$ cat config.mk
export PLATFORM = sky130hd
export DESIGN_NAME = sdram_line_buffer
export DESIGN_NICKNAME = d
export VERILOG_FILES = /design/src/rtl/sdram_line_buffer.sv
export SDC_FILE = /design/constraint.sdc
export NUM_CORES = 1
export LEC_CHECK = 0
export ABC_AREA = 1
export BUFFER_PORTS_ARGS = -buffer_cell sky130_fd_sc_hd__buf_4
export CORE_MARGIN = 2
export CORE_UTILIZATION = 50
export DETAILED_ROUTE_END_ITERATION = 10
export PLACE_DENSITY = 0.73
export SLEW_MARGIN = 20
export SYNTH_ARGS = -nofsm -noshare
export SYNTH_HDL_FRONTEND = slang
export SYNTH_SLANG_ARGS = --single-unit
$ cat constraint.sdc
create_clock -name clk -period 6.85 [get_ports clk]
set_input_delay 1.0275 -clock clk [delete_from_list [all_inputs] [get_ports clk]]
set_output_delay 1.0275 -clock clk [all_outputs]
set_load 0.005 [all_outputs]
$ cat src/rtl/sdram_line_buffer.sv
// sdram_line_buffer: one-line (8-byte) read buffer with write-through, placed between the
// byte-wide DMA RAM port (toggle req/ack) and the 64-bit SDRAM controller cache port.
// Sequential byte reads within one line cost a single SDRAM access.
//
// Ports:
//   clk, reset              system clock, asynchronous active-high reset
//   ram_a/ram_d/ram_we      requester byte address, write data, write flag
//   ram_req/ram_ack         requester toggle handshake (pending while they differ)
//   ram_q                   read data, valid when ram_ack toggles
//   invalidate              one-cycle pulse, drops the buffered line
//   sdram_a/sdram_d/sdram_we  SDRAM byte address, write byte, write enable
//   sdram_req/sdram_ack     SDRAM toggle handshake (done when they match)
//   sdram_q                 64-bit line data, byte k at [8k+7:8k]
module sdram_line_buffer #(
    parameter int unsigned ram_a_bits = 24
) (
    input  logic                  clk,
    input  logic                  reset,
    input  logic [ram_a_bits-1:0] ram_a,
    input  logic [7:0]            ram_d,
    input  logic                  ram_we,
    input  logic                  ram_req,
    output logic                  ram_ack,
    output logic [7:0]            ram_q,
    input  logic                  invalidate,
    output logic [ram_a_bits-1:0] sdram_a,
    output logic [7:0]            sdram_d,
    output logic                  sdram_we,
    output logic                  sdram_req,
    input  logic                  sdram_ack,
    input  logic [63:0]           sdram_q
);

    typedef enum logic [1:0] {IDLE, FILL, WRITE} state_t;

    state_t                  state;
    logic [63:0]             line;
    logic [ram_a_bits-1:3]   tag;
    logic                    valid;
    logic [ram_a_bits-1:0]   a_lat;
    logic                    ack_r;       // registered sdram_ack; completion acts one edge later
    logic                    inval_seen;  // invalidate pulsed while the fill was in flight

    logic pending;
    logic hit;

    assign pending = (ram_req != ram_ack);
    assign hit     = valid && (ram_a[ram_a_bits-1:3] == tag);

    function automatic logic [7:0] pick(input logic [63:0] l, input logic [2:0] k);
        return l[{k, 3'b000} +: 8];
    endfunction

    always_ff @(posedge clk or posedge reset) begin
        if (reset) begin
            state      <= IDLE;
            line       <= '0;
            tag        <= '0;
            valid      <= 1'b0;
            a_lat      <= '0;
            ack_r      <= 1'b0;
            inval_seen <= 1'b0;
            ram_ack    <= 1'b0;
            ram_q      <= '0;
            sdram_a    <= '0;
            sdram_d    <= '0;
            sdram_we   <= 1'b0;
            sdram_req  <= 1'b0;
        end else begin
            ack_r <= sdram_ack;
            if (invalidate) valid <= 1'b0;

            case (state)
                IDLE: begin
                    if (pending) begin
                        a_lat <= ram_a;
                        if (ram_we) begin
                            sdram_a   <= ram_a;
                            sdram_d   <= ram_d;
                            sdram_we  <= 1'b1;
                            sdram_req <= ~sdram_req;
                            // Keep the line coherent; a miss does not allocate.
                            if (hit) line[{ram_a[2:0], 3'b000} +: 8] <= ram_d;
                            state     <= WRITE;
                        end else if (hit) begin
                            // Served from the current line even if invalidate coincides.
                            ram_q   <= pick(line, ram_a[2:0]);
                            ram_ack <= ~ram_ack;
                        end else begin
                            sdram_a    <= {ram_a[ram_a_bits-1:3], 3'b000};
                            sdram_we   <= 1'b0;
                            sdram_req  <= ~sdram_req;
                            inval_seen <= 1'b0;
                            state      <= FILL;
                        end
                    end
                end

                FILL: begin
                    if (invalidate) inval_seen <= 1'b1;
                    if (ack_r == sdram_req) begin
                        line    <= sdram_q;
                        tag     <= a_lat[ram_a_bits-1:3];
                        // Data fetched before a foreign write may be stale: deliver, don't keep.
                        valid   <= !(inval_seen || invalidate);
                        ram_q   <= pick(sdram_q, a_lat[2:0]);
                        ram_ack <= ~ram_ack;
                        state   <= IDLE;
                    end
                end

                WRITE: begin
                    if (ack_r == sdram_req) begin
                        ram_ack  <= ~ram_ack;
                        sdram_we <= 1'b0;
                        state    <= IDLE;
                    end
                end

                default: state <= IDLE;
            endcase
        end
    end

endmodule

==> flow_summary.json, run 1 <==
{
  "status": "finished, final reports clean",
  "numPortBuffers": 144,
  "floorplan.core_area_sq_um": 18000,
  "grt_overflow_total": 0,
  "critPathArrivalTime_ns": 4.22,
  "syn_inst": 1262,
  "report.final.slew_viol_count": 0,
  "maxCapViolCount": 0,
  "cp_cell_sequence": "buf_4 > inv_2 > ha_1 > inv_1 > nand3_1 > nand2_1 > nand4_1 > nand2_1 > nand2_1",
  "row_count": 49,
  "cpLargestDelayFamily": "buffers and inverters",
  "crit_fanout": 39,
  "numPlacedInstances": 1570,
  "initial_core_util": 0.508,
  "synth_edf_count": 0,
  "use_met3": 0.0635,
  "finClkSkew_ns": 0.00919,
  "rsz0062_at_grt": "false",
  "p_per_area_nw_per_um2": 430,
  "use_met2": 0.472,
  "drtIter0Drc": 1193,
  "synth_top_flop_cell": "dfrtp_1",
  "wirelength_microns": 29700,
  "drcViolationCount": 0,
  "crit_slowest_cell": "inv_1",
  "antenna_found_initial": 0,
  "drive_above_1_share": 0.156,
  "clk_latency_ns": 0.44,
  "syn_area_per_cell_sq_um": 7.24,
  "cts.repair.resized": 0,
  "relSlewSlack": 0.343,
  "cts_tree": "built",
  "fillerInstances": 1674,
  "cp-start-kind": "input port",
  "cts_htree_levels": 4,
  "die_h_microns": 139,
  "hp-class": "reg -> reg",
  "place.gp.congestion": 0.992,
  "max-vdd-ir-drop_uv": 256,
  "busiest_layer": "met2",
  "cts_root_buf": "clkbuf_16",
  "path_class": "in -> reg",
  "synthDistinctLibCells": 40,
  "n_antenna_cell": 0,
  "cp_common_cell": "nand2_1",
  "design.die.area_sq_um": 19400,
  "fmax_mhz": 256,
  "whs_ns": 0.472,
  "clock-sinks": 157,
  "post-route-period-util": 0.569,
  "grtUsageTotal": 0.307,
  "cts_made_buffers": 17,
  "routed_via_density": 5.79,
  "met1_usage": 0.431,
  "fin_crit_ns": 3.90,
  "fin_nets": 1471,
  "cts_hold_buf": 0,
  "worst_pin_slew_ns": 0.983,
  "cts_setup_buffers": 0,
  "synthArstFlopShare": 1.00,
  "clockBufferDepth": 2,
  "grt_pass1_wl_microns": 47100,
  "synthesis.area_sq_um": 9130,
  "synth-seq-area-share": 0.430,
  "setup_tns_ns": 0,
  "vias": 9268,
  "setup_viol": 0,
  "final_util": 0.607,
  "layout_common_cells": "404 x nand2_1, 169 x o21ai_0, 156 x dfrtp_1",
  "hold_violations": 0,
  "first_pass_iters": 6,
  "cp.buffers_inverters": 3,
  "slowest_delay_ns": 0.62,
  "grt_max_degree": 99,
  "power_leakage_nw": 5.51,
  "fin_cells": 1602,
  "wl_per_cell_microns": 18.5,
  "clk_pin_slew_worst_paths_ns": 0.07,
  "worstSetupEndpointType": "flip-flop",
  "final_common_cell": "nand2_1",
  "ys_warn_count": 0,
  "io_pins": 145,
  "cp.required_ns": 7.17,
  "dpl.hpwl_microns": 20700,
  "die_x_microns": 139,
  "drtAntennaViolNets": 0,
  "synth_seq_cells": 157,
  "grt_pass1_vias": 8565,
  "area_growth_pct": 19.4,
  "synthesis.nets": 1373
}
[final timing paths]
| path | startpoint | to | slack, ns | cells after the start |
|---|---|---|---|---|
| worst max-delay path | ram_a[0] | line[34]$_DFFE_PP0P_ | 2.95 | 9 |
| worst min-delay path | sdram_a[5]$_DFFE_PP0P_ | sdram_a[5]$_DFFE_PP0P_ | 0.47 | 2 |
| worst max register to register | state[1]$_DFFE_PP0P_ | line[25]$_DFFE_PP0P_ | 3.34 | 9 |
| worst min register to register | sdram_a[5]$_DFFE_PP0P_ | sdram_a[5]$_DFFE_PP0P_ | 0.47 | 2 |
| max in group asynchronous | reset | ram_q[7]$_DFFE_PP0P_ | 4.70 | 3 |
| min in group asynchronous | reset | sdram_d[1]$_DFFE_PP0P_ | 0.79 | 2 |
[flip-flops by register name (all words and copies together) (netlist names), 2 cells and up]
signal,flops
sdram_d,8
tag,21
line,64
ram_q,8
sdram_a,24
a_lat,24
state,2
[routing by layer]
| layer | vias to the layer above | routed length (microns) |
|---|---|---|
| li1 | 4381 | - |
| met1 | 4262 | 12400 |
| met2 | 554 | 13400 |
| met3 | 71 | 2880 |
| met4 | 0 | 1100 |
| met5 | - | 0 |
[worst min-delay path: cells and delay by family, from the launching register on]
kind	cells	cell delay [ns]
and+or+nand+nor	2	0.10
DFF	1	0.34
[cell type report]
cell class	instances	area [sq um]	share of cell area
Tap cell	229	287	0.0263
Multi-Input combinational cell	907	4390	0.402
Sequential cell	157	3930	0.360
Clock buffer	17	425	0.0390
Timing Repair Buffer	153	1150	0.105
Clock inverter	15	256	0.0235
Inverter	124	473	0.0434
[metrics by stage]
stage	power [mW]	setup slack, ns	cell area, sq um
floorplan	2.89	1.59	9130
global placement	3.48	2.70	10200
detailed placement	3.53	2.64	10200
CTS	4.65	3.09	10900
global route	4.99	2.84	10900
finish	4.69	2.95	10900
[synthesized netlist by cell type (3+ instances only)]
library cell    n  share of area
nand2_1       404           0.17
o21ai_0       169          0.093
dfrtp_1       157           0.43
inv_1         116          0.048
nand4_1        87          0.060
nand3_1        86          0.047
nor2_1         55          0.023
clkbuf_1       42          0.017
a21oi_1        20          0.011
o211ai_1       19          0.016
buf_2          16         0.0088
nor3_1         15         0.0082
o31ai_1        10         0.0082
ha_1            9          0.012
buf_1           7         0.0029
buf_6           7         0.0086
inv_2           6         0.0025
xnor2_1         4         0.0038
nand2_2         3         0.0021
o21a_1          3         0.0025
[power by group]
group,switching (mW),total (mW),leakage [nW],internal [mW]
clock,0.429,1.12,0.332,0.692
sequential,0.260,1.58,2.03,1.32
combinational,1.33,1.99,3.15,0.659
[cell families (layout without fill, tap and decap cells)]
family / Yosys count / after routing / share of synthesized area
xor+xnor: 4 / 4 / 0.00384
compound gates: 229 / 229 / 0.138
fa+ha+maj: 9 / 9 / 0.0123
buf+inv: 198 / 309 / 0.0904
flops: 157 / 157 / 0.430
simple gates: 665 / 665 / 0.325
Note: power is estimated with default switching activity, not from simulation.
==> run 2: changes to the inputs <==
==> constraint.sdc (replaced) <==
create_clock -name clk -period 3.7 [get_ports clk]
set_input_delay 0.555 -clock clk [delete_from_list [all_inputs] [get_ports clk]]
set_output_delay 0.555 -clock clk [all_outputs]
set_load 0.005 [all_outputs]
==> run 2 against run 1 <==
Register-to-register slack lost 2.3 ns. Cell count up 0.75%. Critical path depth rose by 1. Global-route usage is 0.40 points lower. Count of clock-buffer cells in the layout rose by 4. Utilization up 0.26 points. Sequential power is 88% higher. Worst hold slack got worse by 0.23 ns. Critical path type unchanged. Largest power group unchanged.
==> flow_summary.json, run 2 (synthesized netlist as in run 1, its figures left out) <==
{
  "drive_above_1_share": 0.162,
  "clockBufferDepth": 2,
  "cp-start-kind": "input port",
  "clk_pin_slew_worst_paths_ns": 0.06,
  "drtIter0Drc": 1041,
  "cts_made_buffers": 17,
  "drtAntennaViolNets": 0,
  "setup_tns_ns": 0,
  "cp.required_ns": 4.00,
  "fin_nets": 1483,
  "vias": 9226,
  "path_class": "in -> reg",
  "post-route-period-util": 0.738,
  "relSlewSlack": 0.354,
  "slowest_delay_ns": 0.39,
  "drcViolationCount": 0,
  "cts_htree_levels": 4,
  "grtUsageTotal": 0.303,
  "max-vdd-ir-drop_uv": 443,
  "whs_ns": 0.239,
  "first_pass_iters": 6,
  "rsz0062_at_grt": "false",
  "cpLargestDelayFamily": "simple AND/OR/NAND/NOR gates",
  "status": "finished, final reports clean",
  "fin_ws_ns": 0.969,
  "fin_crit_ns": 2.73,
  "cts_setup_buffers": 0,
  "fmax_mhz": 366,
  "pre_cts_ws_ns": 0.583,
  "cp_cell_sequence": "buf_4 > inv_1 > ha_1 > ha_1 > inv_1 > nand3_1 > nand2_1 > nand4_1 > nand2_1 > nand2_1",
  "design.die.area_sq_um": 19400,
  "final_area_sq_um": 11000,
  "placedInstanceArea_sq_um": 10300,
  "maxCapViolCount": 0,
  "final_common_cell": "nand2_1",
  "multi_input_area_sq_um": 4390,
  "clock-sinks": 157,
  "cts_hold_buf": 0,
  "wl_per_cell_microns": 18.1,
  "finClkSkew_ns": 0.00846,
  "critPathArrivalTime_ns": 3.03,
  "routed_via_density": 5.72,
  "reg_top3": "line: 64 flops, a_lat: 24 flops, sdram_a: 24 flops",
  "n_antenna_cell": 0,
  "dpl.hpwl_microns": 21400,
  "hold_violations": 0,
  "area_growth_pct": 20.0,
  "row_count": 49,
  "power_leakage_nw": 5.54,
  "crit_fanout": 21,
  "wirelength_microns": 29200,
  "grt_max_degree": 158,
  "die_h_microns": 139,
  "setup_viol": 0,
  "report.final.slew_viol_count": 0,
  "fillerInstances": 1677,
  "cts_root_buf": "clkbuf_16",
  "floorplan.core_area_sq_um": 18000,
  "grt_pass1_vias": 8411,
  "largest_reg_flops": 64,
  "antenna_found_initial": 0,
  "power.total_mw": 8.54,
  "worstSetupEndpointType": "flip-flop",
  "hp-class": "in -> reg",
  "regMostFlops": "line",
  "cts.repair.resized": 0,
  "p_per_area_nw_per_um2": 780,
  "cp.buffers_inverters": 3,
  "worst_pin_slew_ns": 0.969,
  "regArea_sq_um": 3930,
  "grt_pass1_wl_microns": 45900,
  "layout_common_cells": "404 x nand2_1, 169 x o21ai_0, 164 x buf_4",
  "cts_tree": "built",
  "crit_slowest_cell": "ha_1",
  "io_pins": 145,
  "place.gp.congestion": 1.00,
  "cp_common_cell": "nand2_1",
  "grt_overflow_total": 0,
  "numPortBuffers": 144,
  "clk_latency_ns": 0.43,
  "initial_core_util": 0.508,
  "die_x_microns": 139
}
run 2: area by class of cell:
cell class,count,area share
Timing Repair Buffer,165,0.114
Sequential cell,157,0.359
Clock inverter,11,0.0143
Clock buffer,21,0.0430
Multi-Input combinational cell,907,0.401
Tap cell,229,0.0262
Inverter,124,0.0431
run 2: final timing paths:
| kind | startpoint | slack, ns | endpoint | depth (start not counted) |
|---|---|---|---|---|
| worst max-delay path | ram_a[1] | 0.97 | line[63]$_DFFE_PP0P_ | 10 |
| min in group asynchronous | reset | 0.37 | a_lat[21]$_DFFE_PP0P_ | 3 |
| max in group asynchronous | reset | 2.64 | a_lat[1]$_DFFE_PP0P_ | 3 |
| worst min-delay path | sdram_ack | 0.24 | ack_r$_DFF_PP0_ | 1 |
| worst min register to register | ram_q[2]$_DFFE_PP0P_ | 0.48 | ram_q[2]$_DFFE_PP0P_ | 2 |
| worst max register to register | state[1]$_DFFE_PP0P_ | 1.04 | line[10]$_DFFE_PP0P_ | 9 |
run 2: worst register-to-register path, cell delays in order (launching register included):
cell and delay (ns):
dfrtp_1 0.41, inv_1 0.09, ha_1 0.33, inv_1 0.19
nor2_1 0.11, nor2_4 0.60, buf_4 0.38, nand4_2 0.25
nand2_1 0.14, nand2_1 0.06
run 2: metal layers:
metal / track usage / vias to the layer above / wire length, microns
li1: - / 4411 / -
met1: 0.424 / 4199 / 12100
met2: 0.445 / 534 / 12900
met3: 0.0735 / 82 / 2930
met4: 0.146 / 0 / 1390
met5: 0 / - / 0
run 2: metrics by stage:
step,cells,util
floorplan,1262,-
global placement,1582,0.575
detailed placement,1582,0.575
CTS,1614,0.610
global route,1614,0.610
finish,1614,0.610
run 2: power by group:
part           switching [mW]  leakage [nW]  internal, mW
logic                    2.41          3.21          1.30
clock network           0.744         0.302          1.13
registers               0.518          2.03          2.45
